<file path="src/rtl/rv32_wb_arbiter.sv">
// Writeback arbiter for an RV32 core: merges pipeline writebacks with buffered
// long-latency results into one registered register-file write port.
module rv32_wb_arbiter #(
    parameter int FIFO_DEPTH   = 2,
    parameter int STARVE_LIMIT = 3
) (
    input  logic        clk,
    input  logic        reset,
    input  logic        flush_in,
    input  logic        pipe_valid_in,
    input  logic        pipe_rd_write_in,
    input  logic [4:0]  pipe_rd_in,
    input  logic [31:0] pipe_rd_value_in,
    input  logic        lu_issue_in,
    input  logic [4:0]  lu_issue_rd_in,
    input  logic        lu_valid_in,
    input  logic [4:0]  lu_rd_in,
    input  logic [31:0] lu_rd_value_in,
    output logic        lu_ready_out,
    input  logic [4:0]  rs1_in,
    input  logic [4:0]  rs2_in,
    input  logic [4:0]  rdq_in,
    output logic        hazard_out,
    output logic        pipe_stall_out,
    output logic        rd_write_out,
    output logic [4:0]  rd_out,
    output logic [31:0] rd_value_out
);

    localparam int PW = (FIFO_DEPTH > 1) ? $clog2(FIFO_DEPTH) : 1;
    localparam int CW = $clog2(FIFO_DEPTH + 1);
    localparam logic [CW-1:0] FULL_C   = CW'(FIFO_DEPTH);
    localparam logic [1:0]    STARVE_C = 2'(STARVE_LIMIT);

    logic [4:0]    rd_mem_q  [FIFO_DEPTH];
    logic [31:0]   val_mem_q [FIFO_DEPTH];
    logic [PW-1:0] wr_ptr_q, rd_ptr_q;
    logic [CW-1:0] count_q, count_d;
    logic [1:0]    starve_q, starve_d;
    logic [31:0]   pending_q, pending_d;
    logic          rd_write_q;
    logic [4:0]    rd_q;
    logic [31:0]   rd_value_q;

    logic          pipe_cand_s, push_s, pop_s, grant_s, buf_busy_s;
    logic [4:0]    grant_rd_s;
    logic [31:0]   grant_val_s;

    // Grant selection, buffer bookkeeping, starvation and scoreboard next state.
    always_comb begin
        buf_busy_s     = (count_q != {CW{1'b0}});
        lu_ready_out   = (count_q != FULL_C);
        pipe_stall_out = (starve_q == STARVE_C) && buf_busy_s;
        pipe_cand_s    = pipe_valid_in && pipe_rd_write_in && !flush_in && !pipe_stall_out;
        push_s         = lu_valid_in && lu_ready_out;
        pop_s          = !pipe_cand_s && buf_busy_s;
        grant_s        = pipe_cand_s || pop_s;
        grant_rd_s     = rd_mem_q[rd_ptr_q];
        grant_val_s    = val_mem_q[rd_ptr_q];
        count_d        = count_q;
        starve_d       = starve_q;
        pending_d      = pending_q;
        hazard_out     = pending_q[rs1_in] | pending_q[rs2_in] | pending_q[rdq_in];

        if (pipe_cand_s) begin
            grant_rd_s  = pipe_rd_in;
            grant_val_s = pipe_rd_value_in;
        end else begin
            grant_rd_s  = rd_mem_q[rd_ptr_q];
            grant_val_s = val_mem_q[rd_ptr_q];
        end

        case ({push_s, pop_s})
            2'b10:   count_d = count_q + CW'(1);
            2'b01:   count_d = count_q - CW'(1);
            default: count_d = count_q;
        endcase

        if (pop_s || !buf_busy_s) begin
            starve_d = 2'd0;
        end else if (starve_q != 2'd3) begin
            starve_d = starve_q + 2'd1;
        end else begin
            starve_d = starve_q;
        end

        // Clear before set so a same-cycle reissue of the popped rd stays pending.
        if (pop_s) begin
            pending_d[rd_mem_q[rd_ptr_q]] = 1'b0;
        end else begin
            pending_d = pending_d;
        end
        if (lu_issue_in && (lu_issue_rd_in != 5'd0)) begin
            pending_d[lu_issue_rd_in] = 1'b1;
        end else begin
            pending_d = pending_d;
        end
    end

    // State, result buffer and registered write port.
    always_ff @(posedge clk or posedge reset) begin
        if (reset) begin
            for (int i = 0; i < FIFO_DEPTH; i++) begin
                rd_mem_q[i]  <= 5'd0;
                val_mem_q[i] <= 32'd0;
            end
            wr_ptr_q   <= {PW{1'b0}};
            rd_ptr_q   <= {PW{1'b0}};
            count_q    <= {CW{1'b0}};
            starve_q   <= 2'd0;
            pending_q  <= 32'd0;
            rd_write_q <= 1'b0;
            rd_q       <= 5'd0;
            rd_value_q <= 32'd0;
        end else begin
            if (push_s) begin
                rd_mem_q[wr_ptr_q]  <= lu_rd_in;
                val_mem_q[wr_ptr_q] <= lu_rd_value_in;
                wr_ptr_q            <= wr_ptr_q + PW'(1);
            end
            if (pop_s) begin
                rd_ptr_q <= rd_ptr_q + PW'(1);
            end
            if (grant_s) begin
                rd_q       <= grant_rd_s;
                rd_value_q <= grant_val_s;
            end
            rd_write_q <= grant_s && (grant_rd_s != 5'd0);
            count_q    <= count_d;
            starve_q   <= starve_d;
            pending_q  <= pending_d;
        end
    end

    assign rd_write_out = rd_write_q;
    assign rd_out       = rd_q;
    assign rd_value_out = rd_value_q;

endmodule
</file>
<file path="config.mk">
export PLATFORM = sky130hd
export DESIGN_NAME = rv32_wb_arbiter
export DESIGN_NICKNAME = d
export VERILOG_FILES = /design/src/rtl/rv32_wb_arbiter.sv
export SDC_FILE = /design/constraint.sdc
export NUM_CORES = 1
export LEC_CHECK = 0
export ABC_AREA = 1
export CORE_MARGIN = 2
export CORE_UTILIZATION = 30
export CTS_BUF_LIST = sky130_fd_sc_hd__clkbuf_16
export DETAILED_ROUTE_END_ITERATION = 10
export PLACE_DENSITY = 0.51
export SYNTH_ARGS = -nofsm -noshare
export SYNTH_HDL_FRONTEND = slang
export SYNTH_SLANG_ARGS = --single-unit
</file>
<file path="constraint.sdc">
create_clock -name clk -period 5 [get_ports clk]
set_input_delay 1 -clock clk [delete_from_list [all_inputs] [get_ports clk]]
set_output_delay 1 -clock clk [all_outputs]
set_load 0.005 [all_outputs]
</file>
==> results.yml <==
status:
  outcome: "complete, no violations"
drt:
  drt_pass1_iterations: 5
  drt-initial-drc-count: 477
  routedWlPerCell_um: 15.7
  vias: 6476
  wl_um: 21700
  antenna_left: 0
  remaining_drc_errors: 0
  viasPerCell: 4.69
min_path:
  whs_endpoint: "starve_q[0]"
  hold_path_class: "reg2reg"
  hold_depth: 1
  hp-start: "starve_q[0]"
sta:
  worstMarginPinSlew_ns: 0.974
  setup_viol: 0
  tns_ns: 0
  post-route-min-period_ns: 4.03
  skew_ns: 0.0103
  drv_slew: 0
  final.period_utilization_pct: 80.6
  rsz0062_at_grt: "no"
  relSlewSlack_pct: 35.1
  max_freq_ghz: 0.248
  holdWs_ns: 0.447
  hold_violations: 0
floorplanning:
  num_rows: 58
  initial_core_util_pct: 30.3
  io_pins: 142
  die_y_um: 163
  fp.dieW_um: 163
  design.core.area_um2: 25000
  die_area_um2: 26600
critical_path:
  regToRegStartpoint: "rd_ptr_q"
  cp.required_ns: 4.00
  r2r_slack_ns: 2.71
  r2r-end: "pending_q[3]"
  worst_ep_arrival_time_ns: 3.03
  rr_worst_depth: 8
  worstSetupPathType: "in2out"
  cp-start-kind: "input pin"
  endpoint_kind: "output port"
  cp_max_fo: 17
global_route:
  grt_pass1_vias: 6406
  grt_start_max_net_pins: 76
  antenna_found_initial: 4
  grt_overflow: 0
  track_usage_pct: 17.0
  grt_pass1_wl_um: 35100
clocking:
  htreeDepth: 4
  clk_pin_slew_ns: 0.06
  cts_tree: "done"
  post-cts-setup-buffers: 0
  clk_path_buf_depth: 2
  cts.sinks: 150
  post_cts_resized: 0
  clock_latency_ns: 0.42
  hold_buffers: 0
  cts-root-buf: "clkbuf_16"
  cts_inserted_buffers: 17
logic_synthesis:
  ys_warn_count: 0
  synth_area_per_cell_um2: 8.32
  synth_nets: 1016
  ys_types: 37
  synth_area_um2: 7600
  ys_ff_latch: 150
  yosysMostFrequentCell: "nand2_1"
  synth_edf_count: 0
  synth_area_leader_cell: "dfrtp_1"
  synthCells: 913
  synth_common_cells: "nand2_1, dfrtp_1, nand3_1"
  ys.flop_type: "dfrtp_1"
  yosysTopAreaCellShare_pct: 49.4
  async_flop_share_pct: 100
  ys_top_cells_by_area: "dfrtp_1, nand2_1, nand3_1"
  seq_area_frac_synth_pct: 49.4
cells_and_area:
  postLayoutCoreUtil_pct: 39.4
  finalNetCount: 1142
  drive_above_1_share_pct: 8.18
  nFillCells: 2620
  syn_to_final_growth_pct: 29.7
power:
  p_per_area_nw_per_um2: 584
  p_leak_uw: 0.00448
  ir_worst_vdd_uv: 256
job:
  maxCapViolations: 0
placement:
  place.gp.congestion: 0.923
  hpwl_um: 15000
  numPortBuffers: 141
## worst max-delay path: stages
cell,delay [ns]
clkdlybuf4s50_1,0.40
buf_4,0.20
inv_1,0.35
nand2_1,0.09
nand3_1,0.09
nand3_1,0.08
nand2_1,0.08
nand2_1,0.05
nand3_1,0.06
nand2_1,0.05
nand3_1,0.08
clkdlybuf4s50_1,0.49
## report_power, final
part / leakage [uW] / switching [uW] / internal, uW
Combinational: 0.00234 / 1200 / 990
Clock: 0.000281 / 500 / 777
Sequential: 0.00187 / 497 / 1790
## logic make-up after synthesis
family	share of synthesized area (%)
buffers and inverters	7.23
XOR/XNOR	0.346
AND/OR/NAND/NOR	23.5
AO/OA/AOI/OAI	15.0
adder cells (fa/ha/maj)	0.329
flip-flops	49.4
multiplexers	4.22
## final cells by class
class	instances	area (um^2)	share of cell area, %
antenna	1	2.50	0.0254
inverter	82	314	3.19
clock buffer	17	425	4.32
multi-input combinational	639	3300	33.5
timing repair buffer	149	1480	15.1
clock inverter	14	163	1.65
sequential	150	3750	38.1
tap	330	413	4.19
## how the worst max path moves through the flow
stage / start / endpoint / slack, ns
after global routing: rs1_in[0] / hazard_out / 0.75
after CTS: rs1_in[0] / hazard_out / 0.97
after detailed placement: rs1_in[0] / hazard_out / 0.99
final: rs1_in[0] / hazard_out / 0.97
after floorplan: rs2_in[0] / hazard_out / 2.07
after global placement: rs1_in[0] / hazard_out / 0.98
## through the flow
| step | instances | total power, uW | worst slack, ns | area [um^2] |
|---|---|---|---|---|
| floorplan | 913 | 3630 | 2.07 | 7600 |
| global placement | 1350 | 4500 | 0.983 | 9270 |
| detailed placement | 1350 | 4520 | 0.988 | 9270 |
| CTS | 1381 | 5830 | 0.974 | 9850 |
| global route | 1381 | 6200 | 0.748 | 9850 |
| finish | 1382 | 5750 | 0.972 | 9860 |
## flip-flops by register name, indices dropped and copies added, names as in the netlist
name and count:
rd_mem_q 10, starve_q 2, count_q 2, rd_value_out 32, rd_out 5, rd_write_out 1
rd_ptr_q 1, wr_ptr_q 1, pending_q 32, val_mem_q 64
## cells in the final DEF (no fill, tap or decap), types with 2 or more instances in the layout
master	n
mux2i_1	32
o211ai_1	32
o21ai_0	62
nor2_8	2
o21ai_2	24
or2_1	2
nand2_2	5
nand3_1	79
dfrtp_1	149
bufinv_16	3
clkinvlp_4	5
inv_1	77
xor2_1	2
inv_2	5
clkinv_4	2
clkdlybuf4s50_1	141
clkbuf_16	17
nand2_4	3
buf_4	7
ha_1	2
nor2_1	17
o31ai_1	3
nand2_1	294
nand3b_1	2
o21ai_1	65
## routing by layer
metal  up-vias  wire length (um)  global-route usage (%)
li1       3267                 -                       -
met1      3009              9910                    22.6
met2       164             10000                    27.0
met3        34              1340                    4.42
met4         2               406                    5.39
met5         -                13                       0
Power figures use the tool's default switching activity.
